## config.mk

```make
export PLATFORM = sky130hd
export DESIGN_NAME = uart_rx_fifo
export DESIGN_NICKNAME = d
export VERILOG_FILES = /design/src/rtl/fifo_ctrl.sv /design/src/rtl/uart_rx_fifo.sv
export SDC_FILE = /design/constraint.sdc
export NUM_CORES = 1
export LEC_CHECK = 0
export CAP_MARGIN = 20
export CORE_MARGIN = 2
export CORE_UTILIZATION = 64
export DETAILED_ROUTE_END_ITERATION = 10
export GPL_TIMING_DRIVEN = 0
export HOLD_SLACK_MARGIN = 0.06
export PLACE_DENSITY = 0.86
export SKIP_CTS_REPAIR_TIMING = 1
export SYNTH_ARGS = -nofsm -noshare
export SYNTH_HDL_FRONTEND = slang
export SYNTH_SLANG_ARGS = --single-unit
```

## constraint.sdc

```tcl
create_clock -name clk -period 6.9 [get_ports clk]
set_clock_uncertainty 0.1 [all_clocks]
set_input_delay 1.035 -clock clk [delete_from_list [all_inputs] [get_ports clk]]
set_output_delay 1.035 -clock clk [all_outputs]
set_load 0.01 [all_outputs]
```

## src/rtl/fifo_ctrl.sv

```systemverilog
// rtl/fifo_ctrl.sv - pointer, occupancy and flag control for the UART receive FIFO
//
// Purpose: tracks write/read pointers and occupancy for a circular buffer of
// 2**addr_bits entries, and decodes empty/full/almost_full from the next-state
// count so the flags change in the same cycle as count.
// Ports:
//   clk, reset_n            clock, asynchronous active-low reset
//   wr_tick, rd             write and read strobes from outside
//   we                      storage write enable (write accepted this cycle)
//   drop                    write attempted while full without a pop
//   wr_addr, rd_addr        storage write / read addresses
//   count                   occupancy 0..2**addr_bits
//   empty, full, almost_full registered status flags
module fifo_ctrl #(
    parameter int addr_bits = 4,
    parameter int af_level  = 12
) (
    input  logic                 clk,
    input  logic                 reset_n,
    input  logic                 wr_tick,
    input  logic                 rd,
    output logic                 we,
    output logic                 drop,
    output logic [addr_bits-1:0] wr_addr,
    output logic [addr_bits-1:0] rd_addr,
    output logic [addr_bits:0]   count,
    output logic                 empty,
    output logic                 full,
    output logic                 almost_full
);

    localparam logic [addr_bits-1:0] ptr_one  = {{(addr_bits-1){1'b0}}, 1'b1};
    localparam logic [addr_bits:0]   cnt_one  = {{addr_bits{1'b0}}, 1'b1};
    localparam logic [addr_bits:0]   cnt_full = {1'b1, {addr_bits{1'b0}}};
    localparam logic [addr_bits:0]   af_thr   = af_level[addr_bits:0];

    logic [addr_bits-1:0] wr_ptr;
    logic [addr_bits-1:0] rd_ptr;
    logic                 do_rd;
    logic [addr_bits:0]   count_nxt;

    // A pop frees the slot the push lands in, so a write is allowed while
    // full as long as a read happens in the same cycle.
    always_comb begin
        we        = wr_tick & (~full | rd);
        do_rd     = rd & ~empty;
        drop      = wr_tick & full & ~rd;
        count_nxt = count;
        case ({we, do_rd})
            2'b10:   count_nxt = count + cnt_one;
            2'b01:   count_nxt = count - cnt_one;
            default: count_nxt = count;
        endcase
    end

    always_ff @(posedge clk or negedge reset_n) begin
        if (!reset_n) begin
            wr_ptr      <= '0;
            rd_ptr      <= '0;
            count       <= '0;
            empty       <= 1'b1;
            full        <= 1'b0;
            almost_full <= 1'b0;
        end else begin
            if (we)
                wr_ptr <= wr_ptr + ptr_one;
            if (do_rd)
                rd_ptr <= rd_ptr + ptr_one;
            count       <= count_nxt;
            empty       <= (count_nxt == '0);
            full        <= (count_nxt == cnt_full);
            almost_full <= (count_nxt >= af_thr);
        end
    end

    assign wr_addr = wr_ptr;
    assign rd_addr = rd_ptr;

endmodule

```

## src/rtl/uart_rx_fifo.sv

```systemverilog
// rtl/uart_rx_fifo.sv - first-word-fall-through receive buffer behind the UART receiver
//
// Purpose: stores each received character on the receiver done tick and holds
// it until the host reads it; head entry is always visible on rd_data.
// Ports:
//   clk, reset_n       clock, asynchronous active-low reset
//   wr_tick, wr_data   character strobe and data from the receiver
//   rd                 pop the head entry
//   rd_data            head entry (stable but meaningless when empty)
//   empty, full, almost_full, count   occupancy status
//   overflow           sticky flag: a character was dropped while full
//   clr_overflow       clears overflow (a simultaneous drop keeps it set)
module uart_rx_fifo #(
    parameter int data_bits = 8,
    parameter int addr_bits = 4,
    parameter int af_level  = 12
) (
    input  logic                 clk,
    input  logic                 reset_n,
    input  logic                 wr_tick,
    input  logic [data_bits-1:0] wr_data,
    input  logic                 rd,
    output logic [data_bits-1:0] rd_data,
    output logic                 empty,
    output logic                 full,
    output logic                 almost_full,
    output logic [addr_bits:0]   count,
    output logic                 overflow,
    input  logic                 clr_overflow
);

    localparam int depth = 2 ** addr_bits;

    logic [data_bits-1:0] mem [depth];
    logic                 we;
    logic                 drop;
    logic [addr_bits-1:0] wr_addr;
    logic [addr_bits-1:0] rd_addr;

    fifo_ctrl #(
        .addr_bits (addr_bits),
        .af_level  (af_level)
    ) u_ctrl (
        .clk         (clk),
        .reset_n     (reset_n),
        .wr_tick     (wr_tick),
        .rd          (rd),
        .we          (we),
        .drop        (drop),
        .wr_addr     (wr_addr),
        .rd_addr     (rd_addr),
        .count       (count),
        .empty       (empty),
        .full        (full),
        .almost_full (almost_full)
    );

    // Storage is intentionally not reset.
    always_ff @(posedge clk) begin
        if (we)
            mem[wr_addr] <= wr_data;
    end

    assign rd_data = mem[rd_addr];

    always_ff @(posedge clk or negedge reset_n) begin
        if (!reset_n)
            overflow <= 1'b0;
        else if (drop)
            overflow <= 1'b1;
        else if (clr_overflow)
            overflow <= 1'b0;
    end

endmodule

```

-- Word level (Yosys, flattened, before mapping)
Memory sizes are Yosys's and may differ from the RTL's.
Cells that the tools add are included.
Widths: inputs -> output; s select.
- equality and inequality tests: 3
- order comparisons: 1
- multiplexer cells: 5
- reductions and logical operators: 2
- $add $sub $neg: 4
- bitwise gates (word level): 8
- operators with widths (cell ; count):
    $pmux 5 s2 ; 1
    $add 4x1->4 const B ; 2
    $add 5x1->5 const B ; 1
    $eq 5x5->1 const B ; 1
    $ge 5x4->1 const B ; 1
    $logic_not 5->1 ; 1
    $sub 5x1->5 const B ; 1
    $and 1x1->1 ; 4
    $mux 1 ; 4
    $not 1->1 ; 3
    $eq 2x1->1 const B ; 1
    $eq 2x2->1 const B ; 1
    $reduce_bool 2->1 ; 1
    $or 1x1->1 ; 1
- memory bits (writable): 128
- flip-flop bits (word level): 17
- memories: 1
- memories (name ; words ; width ; read ports ; clocked after Yosys merged registers in ; wr ports ; RTL line ; text):
    mem ; 16 ; 8 ; 1 ; 0 ; 1 ; uart_rx_fifo.sv:34 ; logic [data_bits-1:0] mem [depth];

-- Longest topological paths before layout
Gate-level depths: netlist of the first run.
- depth in word-level cells: 6
- gate-level depth with buffers: 13

-- By module
From an unflattened synthesis of the first run, not the netlist that was laid out.
- cells, all modules: 302
- area total of the unflattened synthesis: 5889.4 um^2
- modules (own cells, without submodules) (module ; cells an instance ; area an instance (um^2) ; instances):
    uart_rx_fifo ; 224 ; 5023.6 ; 1
    fifo_ctrl ; 78 ; 865.8 ; 1

-- Worst setup path after synthesis of the first run
No wires, ideal clock.
- path type: input to register
- start: input port rd
- end: register u_ctrl.full
- required time: 6.712 ns
- setup slack: 3.583 ns
- data arrival time: 3.129 ns
- library setup time: 0.088 ns
- stages on the path: 13
- cell sequence: nand2b_1 -> and2_1 -> clkbuf_1 -> inv_1 -> ha_1 -> buf_2 -> xor2_1 -> ha_1 -> o21ai_0 -> a221oi_1 -> o211ai_1 -> xnor2_1 -> nor3b_1
- word-level cells in the longest chain between the ends: 5
- elaborated cells on any way between the ends: 7
- classes of those cells: 3 x eq/ne; 1 x mux; 3 x bitwise
- RTL lines (element ; RTL line ; text):
    start, declared ; uart_rx_fifo.sv:22 ; input logic rd,
    $or 1x1->1 ; fifo_ctrl.sv:45 ; we = wr_tick & (~full | rd);
    $and 1x1->1 ; fifo_ctrl.sv:45 ;
    $eq 2x1->1 / $eq 2x2->1 (equally long branches) ; fifo_ctrl.sv:49 ; case ({we, do_rd})
    $pmux 5 s2 (*) ; fifo_ctrl.sv:49 ;
    net u_ctrl.count_nxt[4] ; fifo_ctrl.sv:40 ; logic [addr_bits:0] count_nxt;
    $eq 5x5->1 (*) ; fifo_ctrl.sv:71 ; full <= (count_nxt == cnt_full);
    end signal, assigned ; fifo_ctrl.sv:71 ;
    end, declared ; fifo_ctrl.sv:28 ; output logic full,
The timed path passes the listed nets; every way through them passes the cells marked *.
A chain may end at the register's enable or synchronous reset.

-- Final worst setup path of the first run
- start: register u_ctrl.rd_ptr[1], in the netlist u_ctrl.rd_addr[1]
- end: output port rd_data[2]
- word-level cells in the longest chain between the ends: 1
- RTL lines (element ; RTL line ; text):
    start, declared ; fifo_ctrl.sv:38 ; logic [addr_bits-1:0] rd_ptr;
    start signal, assigned ; fifo_ctrl.sv:68 ; rd_ptr <= rd_ptr + ptr_one;
    $mem_v2 16x8 ; - ;
    end, declared ; uart_rx_fifo.sv:23 ; output logic [data_bits-1:0] rd_data,
No other way between the ends.

==> results of run 1 <==
critical path, cell delays in order, from the launching register on:
cell and delay (ns):
dfrtp_1 0.36, clkbuf_1 0.42, clkbuf_1 0.59, mux4_1 0.44, mux4_2 0.50, clkdlybuf4s50_1 0.51
flip-flops by register name, indices dropped and copies added (netlist names):
signal	cells
overflow	1
mem	128
u_ctrl.empty	1
u_ctrl.count	5
u_ctrl.wr_addr	4
u_ctrl.rd_addr	4
u_ctrl.full	1
u_ctrl.almost_full	1
cells in the final DEF, fill, tap and decap left out, types with 2 or more instances in the layout:
cell type / netlist / final
buf_2: 3 / 3
edfxtp_1: 128 / 128
bufinv_16: 0 / 3
clkbuf_16: 0 / 16
nand4_1: 2 / 2
clkdlybuf4s50_1: 0 / 29
xnor2_1: 8 / 8
buf_6: 3 / 3
nor2b_1: 4 / 4
clkinv_4: 0 / 3
buf_4: 0 / 4
nand2b_1: 4 / 4
nand2_1: 9 / 9
clkinv_1: 0 / 2
mux4_1: 30 / 30
nor3_1: 6 / 6
nor2_1: 14 / 14
nor3b_1: 2 / 2
xor2_1: 3 / 3
clkbuf_1: 9 / 12
inv_6: 0 / 3
buf_1: 2 / 2
inv_1: 5 / 5
a21oi_1: 4 / 4
mux2_2: 2 / 2
mux4_2: 10 / 10
dfrtp_1: 16 / 16
ha_1: 8 / 8
o21ai_0: 3 / 3
kinds of logic (layout without fill, tap and decap cells):
group / Yosys count / after routing / share of synthesized area
flops: 145 / 145 / 0.7169
simple gates: 45 / 45 / 0.03759
mux: 42 / 42 / 0.1739
buf+inv: 23 / 88 / 0.02079
compound gates: 16 / 16 / 0.01786
xor+xnor: 11 / 11 / 0.01617
fa+ha+maj: 8 / 8 / 0.01680
power by group:
group | internal [W] | leakage [nW] | switching, W | total [W]
Combinational | 0.000502 | 0.787 | 0.000486 | 0.000988
Clock | 0.000553 | 0.280 | 0.000345 | 0.000898
Sequential | 0.00108 | 1.36 | 0.0000439 | 0.00113
Total | 0.00214 | 2.43 | 0.000875 | 0.00301
per-stage QoR:
| step | worst slack, ns | cells | hold slack, ns |
|---|---|---|---|
| final | 2.431 | 466 | 0.4359 |
| after CTS | 2.387 | 466 | 0.4432 |
| after detailed placement | 2.677 | 434 | 0.4338 |
| after global placement | 2.866 | 430 | 0.4178 |
| after floorplan | 3.583 | 290 | 0.4577 |
| after global routing | 2.313 | 466 | 0.4560 |
how the worst min path moves through the flow:
stage | start | end | slack, ns | depth (start not counted)
after floorplan | overflow | overflow | 0.46 | 2
after global placement | overflow | overflow | 0.42 | 2
after detailed placement | overflow | overflow | 0.43 | 2
after CTS | overflow | overflow | 0.44 | 2
after global routing | overflow | overflow | 0.46 | 2
final | overflow | overflow | 0.44 | 2
final cells by class:
| type | count | share of cell area |
|---|---|---|
| buffer | 18 | 0.01502 |
| inverter | 5 | 0.002681 |
| tap | 111 | 0.01984 |
| multi-input combinational | 122 | 0.2233 |
| timing repair buffer | 33 | 0.04576 |
| clock buffer | 20 | 0.06078 |
| clock inverter | 12 | 0.02252 |
| sequential | 145 | 0.6101 |
routing by layer:
metal  GRT usage  up-vias  part of all wire
li1            -     1304                 -
met2      0.3996      132              0.51
met1      0.3492     1473              0.40
met4     0.09273        0             0.011
met3     0.07975       13             0.079
met5           0        -                 0
==> metrics.md, run 1 <==
| Metric | Value |
|---|---|
| Footprint of the multi-input gates | 1563 sq um |
| Initial core utilization | 0.6509 |
| Ys async rst share | 0.1172 |
| Largest net degree at the start of global routing | 18 |
| Hold WC Path Type | flip-flop to flip-flop |
| Detailed Route WL | 11.72 mm |
| Worst path arrival time | 3.33 ns |
| Area Growth Syn to Fin | 17.50% |
| Leak Pwr | 2.425 nW |
| Pins Over Slew Limit | 0 |
| Synthesized cell area | 5957 sq um |
| Clock insertion delay at the later pin of the skew report | 0.52 ns |
| Register-to-Register Path Depth | 13 |
| Seq cells post-synth | 145 |
| Core footprint | 9153 sq um |
| Initial antenna violation count | 0 |
| Layout Utilization | 0.7647 |
| H-tree Lvls | 4 |
| First-pass GRT wire length | 17.66 mm |
| Synth top area share | 0.6452 |
| Post-synthesis cell count | 290 |
| Kind of end point of the critical path | output pin |
| Critical R2R Launch | u_ctrl.full |
| Reg-to-Reg End | u_ctrl.full |
| Power Density | 430.7 nW/um^2 |
| Worst slew margin | 0.3075 |
| Final HPWL from detailed placement | 7.012 mm |
| Setup TNS | 0 ns |
| Final Hold Viols | 0 |
| Post-synth top cells | edfxtp_1 (128), mux4_1 (30), dfrtp_1 (16) |
| Starting DRT DRC Count | 309 |
| CTS tree | yes |
| Post-synth EDFFs | 128 |
| Total gr overflow | 0 |
| FF+latch area | 4270 sq um |
| Via Count | 2,922 |
| Clk buf depth | 2 |
| Fillers | 495 |
| Max Cap Viol | 0 |
| Gr usage total | 0.2562 |
| Sequential fraction of the synthesis area | 0.7169 |
| Worst Setup EP | rd_data[2] |
| Final ANT Viol Nets | 0 |
| Top-Level Pins | 30 |
| Root buffer cell | clkbuf_8 |
| Measured slew at the worst slew-check pin | 1.035 ns |
| Wire per inst | 25.15 microns |
| Worst Setup Path Type | flip-flop to output pin |
| Fin area | 6999 sq um |
| RSZ-0062 raised after global routing | false |
| Row cnt | 35 |
| Element type at the critical path start | flip-flop |
| Most frequent cell after synthesis | edfxtp_1 |
| DRC violations left | 0 |
| # setup viols final | 0 |
| GPL Wtd Cong | 0.7949 |
| Post-DP Area | 6416 sq um |
| Largest cells by area after synthesis | edfxtp_1 (65%), mux4_1 (13%), dfrtp_1 (6.7%) |
| Die H | 100.5 microns |
| Die area | 10,100 sq um |
| Final period utilization | 0.6476 |
| Buffers added on ports | 29 |
| Achievable clock frequency | 223.8 MHz |
| Distinct cells, synth | 37 |
| Reg2reg setup slack | 3.76 ns |
| # clock sinks | 145 |
| Cell taking the most area after synthesis | edfxtp_1 |
| Layout cell share with drive strength beyond 1 | 0.1465 |
| Critical Path Start | u_ctrl.rd_addr[1] |
| Final Power | 0.003015 W |
| Final Net Count | 363 |
| Die extent in x | 100.5 microns |
| Min Tclk post-route | 4.469 ns |
| DR vias/cell | 6.270 |
| Num CTS Buffers | 17 |
| Status | finished clean |
| Synth warnings | 0 |
| Mean Syn Cell Area | 20.54 sq um |
| Syn_nets | 311 |
| Peak VDD IR | 0.2436 mV |
| Main synth FF type | edfxtp_1 |
| Req. time, crit path | 5.76 ns |
| Vias in the first global route | 2,984 |
| Crit-path max FO | 10 |
| Pre-antenna DRT Iters | 5 |
| N_diodes | 0 |
| Clock transition at path regs | 0.06 ns |
No activity file was read; power rests on OpenSTA's default activity.
==> inputs of run 2 (changes only) <==
CORE_UTILIZATION = 59   (was 64)
PLACE_DENSITY = 0.8   (was 0.86)
clock period = 4.34 ns   (was 6.9 ns; I/O delays follow)
==> metrics.md, run 2 (synthesis gave the netlist of run 1 again) <==
| Metric | Value |
|---|---|
| Crit-path cells | clkbuf_1, clkbuf_1, mux4_1, mux4_2, clkdlybuf4s50_1 (unchanged) |
| Pins Over Slew Limit | 0 (unchanged) |
| Max Cap Viol | 0 (unchanged) |
| Critical R2R Launch | u_ctrl.full (unchanged) |
| Largest net degree at the start of global routing | 18 (unchanged) |
| P_int | 0.003321 W (was 0.002139 W) |
| Num CTS Buffers | 17 (unchanged) |
| Via Count | 2,937 (was 2,922) |
| Most frequent cells in the layout | edfxtp_1 (128), mux4_1 (30), clkdlybuf4s50_1 (29), clkbuf_16 (16), dfrtp_1 (16) (unchanged) |
| Starting DRT DRC Count | 217 (was 309) |
| First-pass GRT wire length | 18.11 mm (was 17.66 mm) |
| Reg with most FFs | mem (unchanged) |
| Area Growth Syn to Fin | 17.16% (was 17.50%) |
| Peak VDD IR | 0.3798 mV (was 0.2436 mV) |
| Die area | 10,920 sq um (was 10,100 sq um) |
| Initial core utilization | 0.6094 (was 0.6509) |
| CP Depth | 5 (unchanged) |
| P_sw | 0.001372 W (was 0.0008752 W) |
| Final Net Count | 362 (was 363) |
| # clock sinks | 145 (unchanged) |
| Vias in the first global route | 3,000 (was 2,984) |
| Die extent in x | 104.5 microns (was 100.5 microns) |
| Final setup margin | 0.3786 ns (was 2.431 ns) |
| Final Hold Viols | 0 (unchanged) |
| Worst Path Buf+Inv | 3 (unchanged) |
| Clk buf depth | 2 (unchanged) |
| Fin cells | 486 (was 466) |
| Met3 WL post-DR | 706 microns (was 921 microns) |
| Power Density | 672.4 nW/um^2 (was 430.7 nW/um^2) |
| Root buffer cell | clkbuf_8 (unchanged) |
| DR vias/cell | 6.043 (was 6.270) |
| Clock network power share | 0.282 (was 0.298) |
| Detailed Route WL | 11.80 mm (was 11.72 mm) |
| CP dominant cell by count | clkbuf_1 (unchanged) |
| Post-place setup slack | 0.5053 ns (was 2.677 ns) |
| Logic pwr share | 0.336 (was 0.328) |
| Crit-path max FO | 10 (unchanged) |
| Metal2 WL | 5.972 mm (was 6.022 mm) |
| Worst Setup EP | rd_data[3] (was rd_data[2]) |
| CTS tree | yes (unchanged) |
| Row cnt | 36 (was 35) |
| Commonest non-fill, non-tap cell in the layout | edfxtp_1 (unchanged) |
| Clock transition at path regs | 0.06 ns (about the same) |
| Register-to-Register Path Depth | 13 (unchanged) |
| Post-Place Cells | 455 (was 434) |
| Reg power frac | 0.382 (was 0.374) |
| Sw Ratio | 0.2924 (was 0.2903) |
| Largest registers | mem (128), u_ctrl.count (5) (unchanged) |
| Top Layer Used | met4 (unchanged) |
| Buffers added on ports | 29 (unchanged) |
| Worst slew margin | 0.2997 (was 0.3075) |
| Final ANT Viol Nets | 0 (unchanged) |
| Critical Path Start | u_ctrl.rd_addr[1] (unchanged) |
| Critical path's top delay family | buffers and inverters (unchanged) |
| Min Tclk post-route | 3.961 ns |
| Clock insertion delay at the later pin of the skew report | 0.51 ns (was 0.52 ns) |
| H-tree Lvls | 4 (unchanged) |
| GPL Wtd Cong | 0.7844 (was 0.7949) |
| Initial antenna violation count | 0 (unchanged) |
| WHS | 0.4393 ns (was 0.4359 ns) |
| Reg-to-Reg End | u_ctrl.full (unchanged) |
| Status | finished clean (unchanged) |
| DRC violations left | 0 (unchanged) |
| Setup TNS | 0 ns (unchanged) |
| CP peak stage delay | 0.54 ns (was 0.59 ns) |
| Leak Pwr | 2.404 nW (was 2.425 nW) |
| Req. time, crit path | 3.59 ns (was 5.76 ns) |
| Max reg flops | 128 (unchanged) |
| Worst path arrival time | 3.21 ns (was 3.33 ns) |
| Wire per inst | 24.27 microns (was 25.15 microns) |
| Final HPWL from detailed placement | 7.327 mm (was 7.012 mm) |
| Final Power | 0.004693 W (was 0.003015 W) |
| Kind of end point of the critical path | output pin (unchanged) |
| Achievable clock frequency | 252.4 MHz |
| Measured slew at the worst slew-check pin | 1.050 ns (was 1.035 ns) |
| Core footprint | 9774 sq um (was 9153 sq um) |
| Pre-antenna DRT Iters | 5 (unchanged) |
| Top-Level Pins | 30 (unchanged) |
| Fillers | 617 (was 495) |
| N_diodes | 0 (unchanged) |
| Worst Setup Path Type | flip-flop to output pin (unchanged) |
| # setup viols final | 0 (unchanged) |
| Gr usage total | 0.2382 (was 0.2562) |
| CP max stage cell | clkbuf_1 (unchanged) |
| Element type at the critical path start | flip-flop (unchanged) |
| Layout cell share with drive strength beyond 1 | 0.1473 (was 0.1465) |
| Die H | 104.5 microns (was 100.5 microns) |
| Reg2reg setup slack | 1.29 ns (was 3.76 ns) |
| Wire length on met1 | 4.866 mm (was 4.643 mm) |
| Total gr overflow | 0 (unchanged) |
| RSZ-0062 raised after global routing | false (unchanged) |
| Final period utilization | 0.9128 |
| Hold WC Path Type | flip-flop to flip-flop (unchanged) |
-- run 2: through the flow --
stage / util / instance area, sq um
after detailed placement: 0.6590 / 6441
after global routing: 0.7140 / 6979
after floorplan: - / 5957
after global placement: 0.6562 / 6414
after CTS: 0.7140 / 6979
final: 0.7140 / 6979
-- run 2: final cells by class --
| type | instances | area (sq um) | share of cell area |
|---|---|---|---|
| Tap cell | 133 | 166.4 | 0.02384 |
| Inverter | 5 | 18.77 | 0.002689 |
| Multi-Input combinational cell | 122 | 1568 | 0.2246 |
| Clock inverter | 14 | 123.9 | 0.01775 |
| Sequential cell | 145 | 4270 | 0.6119 |
| Buffer | 18 | 105.1 | 0.01506 |
| Clock buffer | 17 | 414.1 | 0.05934 |
| Timing Repair Buffer | 32 | 312.8 | 0.04482 |
-- run 2: layer usage --
metal | up-vias | GRT usage
met4 | 0 | 0.08108
met1 | 1497 | 0.3253
met3 | 24 | 0.06203
met5 | - | 0
li1 | 1295 | -
met2 | 121 | 0.3796
-- run 2: how the worst min path moves through the flow --
stage                     startpoint       end  slack (ns)  cells past startpoint
after CTS                   overflow  overflow        0.45                      2
after global placement      overflow  overflow        0.42                      2
final                       overflow  overflow        0.44                      2
after global routing        overflow  overflow        0.49                      2
after floorplan              reset_n  overflow        0.26                      0
after detailed placement    overflow  overflow        0.43                      2
-- run 2: power by group through the flow --
stage                     Sequential, W  Clock (W)  Combinational (W)
final                           0.00179    0.00132            0.00158
after global placement          0.00180          0            0.00151
after global routing            0.00181    0.00140            0.00170
after floorplan                 0.00181          0            0.00101
after detailed placement        0.00182          0            0.00156
after CTS                       0.00179    0.00134            0.00159
-- run 2: worst min-delay path: stages, from the launching register on --
cell,delay (ns)
dfrtp_1,0.38
inv_1,0.06
o22ai_1,0.06
==> inputs of run 3 (changes only) <==
SLEW_MARGIN = 15   (was default)
==> metrics.md, run 3 (synthesis gave the netlist of run 1 again) <==
| Metric | Value |
|---|---|
| Status | finished clean (unchanged) |
| RSZ-0062 raised after global routing | false (unchanged) |
| # setup viols final | 0 (unchanged) |
| Kind of end point of the critical path | output pin (unchanged) |
| Final Hold Viols | 0 (unchanged) |
| CTS tree | yes (unchanged) |
| Starting DRT DRC Count | 274 (was 217) |
| Power Density | 690.2 nW/um^2 (was 672.4 nW/um^2) |
| Die extent in x | 104.5 microns (unchanged) |
| Largest registers | mem (128), u_ctrl.count (5) (unchanged) |
| Worst slew margin | 0.3035 (was 0.2997) |
| Fin area | 7042 sq um (was 6979 sq um) |
| Min Tclk post-route | 3.989 ns (was 3.961 ns) |
| Worst Path Buf+Inv | 3 (unchanged) |
| Wire per inst | 24.32 microns (was 24.27 microns) |
| N_diodes | 0 (unchanged) |
| # clock sinks | 145 (unchanged) |
| Hold WC Path Type | flip-flop to flip-flop (unchanged) |
| Max Cap Viol | 0 (unchanged) |
| Buffers added on ports | 29 (unchanged) |
| Pre-antenna DRT Iters | 5 (unchanged) |
| Gr usage total | 0.2366 (was 0.2382) |
| Via Count | 2,941 (was 2,937) |
| Fillers | 607 (was 617) |
| Layout cell share with drive strength beyond 1 | 0.1595 (was 0.1473) |
| First-pass GRT wire length | 18.11 mm (unchanged) |
| Leak Pwr | 2.412 nW (was 2.404 nW) |
| FF+latch area | 4270 sq um (unchanged) |
| Final HPWL from detailed placement | 7.134 mm (was 7.327 mm) |
| Vias in the first global route | 3,029 (was 3,000) |
| Die area | 10,920 sq um (unchanged) |
| Core footprint | 9774 sq um (unchanged) |
| CP dominant cell by count | clkbuf_1 (unchanged) |
| Total gr overflow | 0 (unchanged) |
| Achievable clock frequency | 250.7 MHz (was 252.4 MHz) |
| CP peak stage delay | 0.60 ns (was 0.54 ns) |
| H-tree Lvls | 4 (unchanged) |
| Top-Level Pins | 30 (unchanged) |
| Clock transition at path regs | 0.06 ns (about the same) |
| DRC violations left | 0 (unchanged) |
| Initial antenna violation count | 0 (unchanged) |
| Peak VDD IR | 0.4233 mV (was 0.3798 mV) |
| Final period utilization | 0.9192 (was 0.9128) |
| Initial core utilization | 0.6094 (unchanged) |
| Clk buf depth | 2 (unchanged) |
| Crit-path max FO | 10 (unchanged) |
| Commonest non-fill, non-tap cell in the layout | edfxtp_1 (unchanged) |
| Worst path arrival time | 3.24 ns (was 3.21 ns) |
| DR vias/cell | 6.076 (was 6.043) |
| Die H | 104.5 microns (unchanged) |
| Hold depth | 2 (unchanged) |
| Reg with most FFs | mem (unchanged) |
| Pins Over Slew Limit | 0 (unchanged) |
| Area Growth Syn to Fin | 18.21% (was 17.16%) |
| CP max stage cell | clkbuf_1 (unchanged) |
| Crit-path cells | clkbuf_1, clkbuf_1, mux4_1, mux4_2, clkdlybuf4s50_1 (unchanged) |
| Setup TNS | 0 ns (unchanged) |
| Most frequent cells in the layout | edfxtp_1 (128), mux4_1 (30), clkdlybuf4s50_1 (29), clkbuf_16 (16), dfrtp_1 (16) (unchanged) |
| Footprint of the multi-input gates | 1583 sq um (was 1568 sq um) |
| Worst Setup Path Type | flip-flop to output pin (unchanged) |
| Final ANT Viol Nets | 0 (unchanged) |
| Req. time, crit path | 3.59 ns (about the same) |
| Post-DP Area | 6434 sq um (was 6441 sq um) |
| CP Depth | 5 (unchanged) |
| Row cnt | 36 (unchanged) |
| GPL Wtd Cong | 0.7844 (unchanged) |
| Largest net degree at the start of global routing | 18 (unchanged) |
| Max reg flops | 128 (unchanged) |
| Element type at the critical path start | flip-flop (unchanged) |
| Critical path's top delay family | buffers and inverters (unchanged) |
| Detailed Route WL | 11.77 mm (was 11.80 mm) |
| Measured slew at the worst slew-check pin | 1.041 ns (was 1.050 ns) |
| Num CTS Buffers | 17 (unchanged) |
| Final Net Count | 359 (was 362) |
| Register-to-Register Path Depth | 13 (unchanged) |
| Clock insertion delay at the later pin of the skew report | 0.52 ns (was 0.51 ns) |
| Root buffer cell | clkbuf_8 (unchanged) |
==> run 3: layer usage <==
metal,share of wire,track usage,wire [microns]
met1,0.42,0.3300,4908
met2,0.51,0.3824,6040
met3,0.056,0.05639,659
met4,0.014,0.06274,161
met5,0,0,0
==> run 3: stage by stage <==
step | utilization | cells | hold WS [ns] | setup WS (ns) | power, W
finish | 0.7204 | 484 | 0.4427 | 0.3506 | 0.004860
global route | 0.7204 | 484 | 0.4858 | 0.2640 | 0.005065
CTS | 0.7204 | 484 | 0.4456 | 0.3476 | 0.004887
detailed placement | 0.6582 | 452 | 0.4326 | 0.5291 | 0.003379
global placement | 0.6562 | 452 | 0.4220 | 0.6085 | 0.003313
floorplan | - | 290 | 0.2554 | 1.407 | 0.002818
==> run 3: report_power, final <==
part           switching [W]  leakage (nW)  internal (W)
Sequential         0.0000680          1.36       0.00172
Combinational       0.000784         0.771      0.000792
Clock               0.000561         0.283      0.000931
Total                0.00141          2.41       0.00345
==> run 3: final timing paths <==
| check | from | end | slack [ns] |
|---|---|---|---|
| worst max-delay path | u_ctrl.rd_addr[1] | rd_data[4] | 0.35 |
| worst min-delay path | overflow | overflow | 0.44 |
| worst max register to register | u_ctrl.full | u_ctrl.full | 1.26 |
| worst min register to register | overflow | overflow | 0.44 |
| max in group asynchronous | reset_n | u_ctrl.rd_addr[2] | 3.18 |
| min in group asynchronous | reset_n | u_ctrl.count[0] | 0.47 |
==> run 3: area by class of cell <==
cell class                      count  share of cell area
Buffer                             18             0.01493
Tap cell                          133             0.02363
Clock inverter                     14             0.02701
Sequential cell                   145              0.6064
Multi-Input combinational cell    122              0.2248
Inverter                            5            0.002665
Clock buffer                       18             0.05935
Timing Repair Buffer               29             0.04122
==> run 3: worst min-delay path, delay by kind of cell (launching register included) <==
kind / cells / cell delay, ns
AOI/OAI and AO/OA: 1 / 0.07
buffers and inverters: 1 / 0.05
DFF: 1 / 0.38
